**config.mk**
```make
export PLATFORM = sky130hd
export DESIGN_NAME = ascon_round_ctrl
export DESIGN_NICKNAME = d
export VERILOG_FILES = /design/src/rtl/ascon_pack.sv /design/src/rtl/ascon_round_ctrl_round_counter.sv /design/src/rtl/ascon_round_ctrl.sv
export SDC_FILE = /design/constraint.sdc
export NUM_CORES = 1
export LEC_CHECK = 0
export BUFFER_PORTS_ARGS = -buffer_cell sky130_fd_sc_hd__clkbuf_2
export CORE_AREA = 2 2 39 41
export CTS_CLUSTER_SIZE = 12
export DETAILED_ROUTE_END_ITERATION = 16
export DIE_AREA = 0 0 41 43
export PLACE_DENSITY_LB_ADDON = 0.3
export SLEW_MARGIN = 20
export SYNTH_ARGS = -nofsm -noshare
export SYNTH_HDL_FRONTEND = slang
export SYNTH_SLANG_ARGS = --single-unit
```
**constraint.sdc**
```tcl
create_clock -name clock_i -period 1.6 [get_ports clock_i]
set_clock_uncertainty 0.1 [all_clocks]
set_input_delay 0.32 -clock clock_i [delete_from_list [all_inputs] [get_ports clock_i]]
set_output_delay 0.32 -clock clock_i [all_outputs]
set_load 0.01 [all_outputs]
```
**src/rtl/ascon_pack.sv**
```systemverilog
// rtl/ascon_pack.sv - shared ASCON types and round-schedule constants
package ascon_pack;

   // Permutation round counts and index width
   localparam int NB_ROUND_A = 12;
   localparam int NB_ROUND_B = 6;
   localparam int ROUND_W    = 4;

   // Round-index subtype
   typedef logic [ROUND_W-1:0] type_round;

   // Shared 320-bit permutation state, five 64-bit words
   typedef logic [63:0] type_state [0:4];

   // Round scheduler states
   typedef enum logic [1:0] {
      IDLE = 2'b00,
      RUN  = 2'b01,
      DONE = 2'b10
   } type_round_fsm;

   // First round index of a run: p^a starts at 0, p^b skips the leading rounds
   function automatic type_round first_round(input logic mode);
      first_round = mode ? type_round'(NB_ROUND_A - NB_ROUND_B) : '0;
   endfunction

endpackage

```
**src/rtl/ascon_round_ctrl_round_counter.sv**
```systemverilog
// rtl/ascon_round_ctrl_round_counter.sv - loadable round-index up-counter
module ascon_round_ctrl_round_counter
   import ascon_pack::*;
#(
   parameter int               WIDTH = ROUND_W,
   parameter logic [WIDTH-1:0] LAST  = WIDTH'(NB_ROUND_A - 1)
) (
   input  logic             clock,
   input  logic             resetb,
   input  logic             load,
   input  logic [WIDTH-1:0] load_value,
   input  logic             enable,
   output logic [WIDTH-1:0] count,
   output logic             terminal
);

   logic [WIDTH-1:0] count_q;

   // Load wins over increment; the counter saturates at LAST so it never wraps
   always_ff @(posedge clock) begin
      if (!resetb) begin
         count_q <= '0;
      end else if (load) begin
         count_q <= load_value;
      end else if (enable && (count_q != LAST)) begin
         count_q <= count_q + WIDTH'(1);
      end
   end

   assign count    = count_q;
   assign terminal = (count_q == LAST);

endmodule

```
**src/rtl/ascon_round_ctrl.sv**
```systemverilog
// rtl/ascon_round_ctrl.sv - round scheduler for the iterative ASCON permutation
module ascon_round_ctrl
   import ascon_pack::*;
#(
   parameter int NB_ROUND_A = ascon_pack::NB_ROUND_A,
   parameter int NB_ROUND_B = ascon_pack::NB_ROUND_B,
   parameter int ROUND_W    = ascon_pack::ROUND_W
) (
   input  logic               clock_i,
   input  logic               resetb_i,
   input  logic               start_i,
   input  logic               mode_i,
   output logic [ROUND_W-1:0] round_o,
   output logic               en_reg_state_o,
   output logic               select_init_o,
   output logic               busy_o,
   output logic               done_o
);

   localparam logic [ROUND_W-1:0] LAST_ROUND = ROUND_W'(NB_ROUND_A - 1);
   localparam logic [ROUND_W-1:0] START_B    = ROUND_W'(NB_ROUND_A - NB_ROUND_B);

   type_round_fsm      state;
   type_round_fsm      next_state;
   logic               first;
   logic               accept;
   logic [ROUND_W-1:0] count;
   logic               last;
   logic [ROUND_W-1:0] load_value;

   // The mode only matters for the counter's starting index, so it is captured
   // by the counter load itself; later mode_i changes cannot reach the schedule.
   assign accept     = (state == IDLE) && start_i;
   assign load_value = mode_i ? START_B : '0;

   ascon_round_ctrl_round_counter #(
      .WIDTH (ROUND_W),
      .LAST  (LAST_ROUND)
   ) u_round_counter (
      .clock      (clock_i),
      .resetb     (resetb_i),
      .load       (accept),
      .load_value (load_value),
      .enable     (state == RUN),
      .count      (count),
      .terminal   (last)
   );

   // State register
   always_ff @(posedge clock_i) begin
      if (!resetb_i) begin
         state <= IDLE;
      end else begin
         state <= next_state;
      end
   end

   // First-round flag: set on acceptance, cleared by the first RUN edge
   always_ff @(posedge clock_i) begin
      if (!resetb_i) begin
         first <= 1'b0;
      end else begin
         first <= accept;
      end
   end

   // Next-state and Moore output decode; unknown encodings behave as IDLE
   always_comb begin
      next_state     = IDLE;
      round_o        = '0;
      en_reg_state_o = 1'b0;
      select_init_o  = 1'b0;
      busy_o         = 1'b0;
      done_o         = 1'b0;
      case (state)
         IDLE: begin
            next_state = start_i ? RUN : IDLE;
         end
         RUN: begin
            en_reg_state_o = 1'b1;
            busy_o         = 1'b1;
            round_o        = count;
            select_init_o  = first;
            next_state     = last ? DONE : RUN;
         end
         DONE: begin
            done_o     = 1'b1;
            busy_o     = 1'b1;
            round_o    = LAST_ROUND;
            next_state = IDLE;
         end
         default: begin
            next_state = IDLE;
         end
      endcase
   end

endmodule

```
==> impl_results.rst <==
.. list-table::
   :header-rows: 1

   * - Metric
     - Value
   * - 1st-iter DRT viols
     - 5
   * - Maximum net fanout on the critical path
     - 4
   * - IR Drop Worst-Case VDD
     - 0.3670 mV
   * - Via count of the first global-routing pass
     - 380
   * - Launching element type of the critical path
     - flop
   * - Count of distinct cell types in the synthesized netlist
     - 19
   * - Half-perimeter wire length after detailed placement
     - 661.5 um
   * - Count of input and output buffers
     - 11
   * - Violated checks
     - setup timing
   * - Netlist area before placement
     - 400.4 um^2
   * - Core Box Area
     - 1384 um^2
   * - Worst hold-check path type
     - in -> reg
   * - Worst slew margin relative to its limit
     - 83.12%
   * - Tmin final
     - 1.626 ns
   * - Cell chosen for the clock root
     - sky130_fd_sc_hd__clkbuf_4
   * - Leading cell types in the layout, fill and taps excluded
     - 6 x sky130_fd_sc_hd__clkbuf_2, 5 x sky130_fd_sc_hd__nand2_1, 5 x sky130_fd_sc_hd__dfxtp_1
   * - Run status
     - finished with violations
   * - Combined global-route utilization of all metal layers
     - 12.55%
   * - Max-slew violation count
     - 0
   * - Fraction of layout cells with a size suffix above 1
     - 46.97%
   * - Worst slew pin tran
     - 0.2528 ns
   * - First drt pass iteration count
     - 3
   * - Synthesis warning total
     - 0
   * - Number of setup violations in the final report
     - 3
   * - Leakage dissipation
     - 0.2489 nW
   * - ANT cells
     - 0
   * - Largest net degree at the start of global routing
     - 8
   * - Number of buffers on the longest clock path
     - 2
   * - Latest clock arrival within the worst-skew pair
     - 0.26 ns
   * - Die width
     - 41 um
   * - Register clock-pin slew on the reported worst setup and hold paths
     - 0.05 ns
   * - Ports
     - 12
   * - Syn Area/Cell
     - 8.341 um^2
   * - Wire length of the first global-routing pass
     - 1476 um
   * - Detailed-route vias per instance
     - 4.963
   * - Crit path kind
     - reg -> out
   * - TritonCTS clock tree
     - yes
   * - Hold Vio Cnt, Final
     - 0
   * - Inst Count DP
     - 75
   * - Vert. Die Dim
     - 43 um
   * - Antenna Violating Nets Remaining
     - 0
   * - Starting utilization of the core area
     - 28.93%
   * - Total number of vias
     - 407
   * - Final cell count without fillers
     - 82
   * - Number of antenna violations at the first check in global routing
     - 0
   * - Count of filler cells inserted in the layout
     - 145
   * - Worst endpoint data arrival time
     - 1.21 ns
   * - Share of the yosys chip area belonging to registers
     - 35.00%
   * - DRC violations left
     - 0
   * - Post-Syn Instances
     - 48
   * - H-tree depth
     - 1
   * - Area added between synthesis and finish
     - 50.00%
   * - Synth Area in Simple Gates
     - 30.00%
   * - Combinational family with the most area after synthesis
     - simple AND/OR/NAND/NOR gates
   * - Power Density
     - 805.6 nW/um^2
   * - Max Clk Rate
     - 615.2 MHz
   * - Final RePlAce weighted congestion
     - 0.6490
   * - Grt total ovfl
     - 0
   * - Number of hold buffers added after CTS
     - 0
   * - Worst hold-check slack
     - 0.2351 ns
   * - Routed WL
     - 934 um
   * - Routed length per instance
     - 11.39 um
   * - Die area
     - 1763 um^2
   * - Slack of the critical path
     - -0.02552 ns
   * - Critical path required time
     - 1.18 ns
   * - Unrepaired setup endpoints after global routing
     - yes
   * - Maximum capacitance violations
     - 0
   * - Clock Sinks
     - 7
   * - Most common cell after layout, fill and taps aside
     - sky130_fd_sc_hd__clkbuf_2
   * - Critical path endpoint category
     - primary output
   * - Syn_nets
     - 57
   * - Xor/xnor cell area share of the yosys netlist
     - 2.188%
   * - Number of buffers created by CTS
     - 3
   * - Multiplexer share of the synthesized area
     - 0%
   * - Compound-Gate Fraction of Synth Area
     - 14.37%
   * - Adder and majority gate portion of the synthesized area
     - 15.63%
   * - Portion of the clock cycle consumed by the worst path in the final layout
     - 101.6%
   * - Total number of nets in the final design
     - 76
   * - Placement row count
     - 14
   * - Synth Register Bits
     - 7
==> final timing paths <==
| path | from | endpoint | slack [ns] | cells after the start |
|---|---|---|---|---|
| setup reg to reg | state[0] | u_round_counter.count[2] | 0.17 | 5 |
| setup / recovery | state[0] | round_o[0] | -0.03 | 4 |
| hold / removal | start_i | first | 0.24 | 2 |
| hold reg to reg | u_round_counter.count[2] | state[1] | 0.43 | 1 |
==> metrics by stage <==
stage                     setup WS (ns)  util (%)  power [mW]  setup TNS, ns  instance area [um^2]
final                          -0.02552     43.40      0.4838       -0.06522                 600.6
after global routing           -0.08144     43.40      0.5140        -0.2421                 600.6
after CTS                      -0.01620     41.68      0.4750       -0.03558                 576.8
after detailed placement         0.1760     34.36      0.2806              0                 475.5
after global placement           0.1793     34.36      0.2800              0                 475.5
after floorplan                  0.2151         -      0.2543              0                 400.4
==> cell families after synthesis <==
kind of cell	Yosys count
compound gates	11
xor+xnor	1
fa+ha+maj	5
buf+inv	3
flops	7
simple gates	21
==> what timing repair did <==
item / 4_1_cts / 5_1_grt
endpoints found under the setup margin: 5 / 6
gates resized for setup: 13 / 11
pin swaps: 1 / 1
setup buffers: 3 / 0
==> cells in the mapped netlist <==
library cell,number,area (um^2)
sky130_fd_sc_hd__o21ai_0,4,20.02
sky130_fd_sc_hd__and2_2,1,7.510
sky130_fd_sc_hd__nor3b_1,1,7.510
sky130_fd_sc_hd__nand2_1,5,18.77
sky130_fd_sc_hd__nor2_1,1,3.750
sky130_fd_sc_hd__and3b_1,1,8.760
sky130_fd_sc_hd__a31oi_1,2,12.51
sky130_fd_sc_hd__and2_1,1,6.260
sky130_fd_sc_hd__or3_1,2,12.51
sky130_fd_sc_hd__nand3_1,2,10.01
sky130_fd_sc_hd__nor2b_1,3,18.77
sky130_fd_sc_hd__nand3b_1,1,7.510
sky130_fd_sc_hd__a21oi_1,5,25.02
sky130_fd_sc_hd__xor2_1,1,8.760
sky130_fd_sc_hd__ha_1,5,62.56
sky130_fd_sc_hd__dfxtp_1,7,140.1
sky130_fd_sc_hd__inv_1,3,11.26
sky130_fd_sc_hd__nand4_1,2,12.51
sky130_fd_sc_hd__and3_1,1,6.260
==> state kept, by name, indices dropped and copies added, names as in the netlist <==
register and flops:
first 1, state 2, u_round_counter.count 4
==> layout make-up <==
cell class | count | area [um^2] | area share [%]
Clock buffer | 4 | 26.28 | 4.375
Inverter | 3 | 11.26 | 1.875
Multi-Input combinational cell | 38 | 306.5 | 51.04
Sequential cell | 7 | 142.6 | 23.75
Tap cell | 16 | 20.02 | 3.333
Timing Repair Buffer | 14 | 93.84 | 15.63
==> routing by layer <==
layer  GRT usage, %  vias to the layer above  part of all wire (%)
met1          12.86                      186                    41
met5              0                        -                     0
met4          10.00                        0                   2.7
li1               -                      207                     -
met3          1.571                        2                   4.0
met2          20.94                       12                    52
==> critical path, cell delays in order (launching register included) <==
cell                      delay (ns)
sky130_fd_sc_hd__dfxtp_2        0.36
sky130_fd_sc_hd__inv_2          0.07
sky130_fd_sc_hd__ha_4           0.27
sky130_fd_sc_hd__nor2b_1        0.12
sky130_fd_sc_hd__buf_2          0.13
==> power breakdown <==
group	internal, mW	total (mW)	switching (mW)
logic	0.0578	0.112	0.0541
clock network	0.0958	0.170	0.0742
registers	0.188	0.202	0.0142
(Power assumes the default switching activity.)
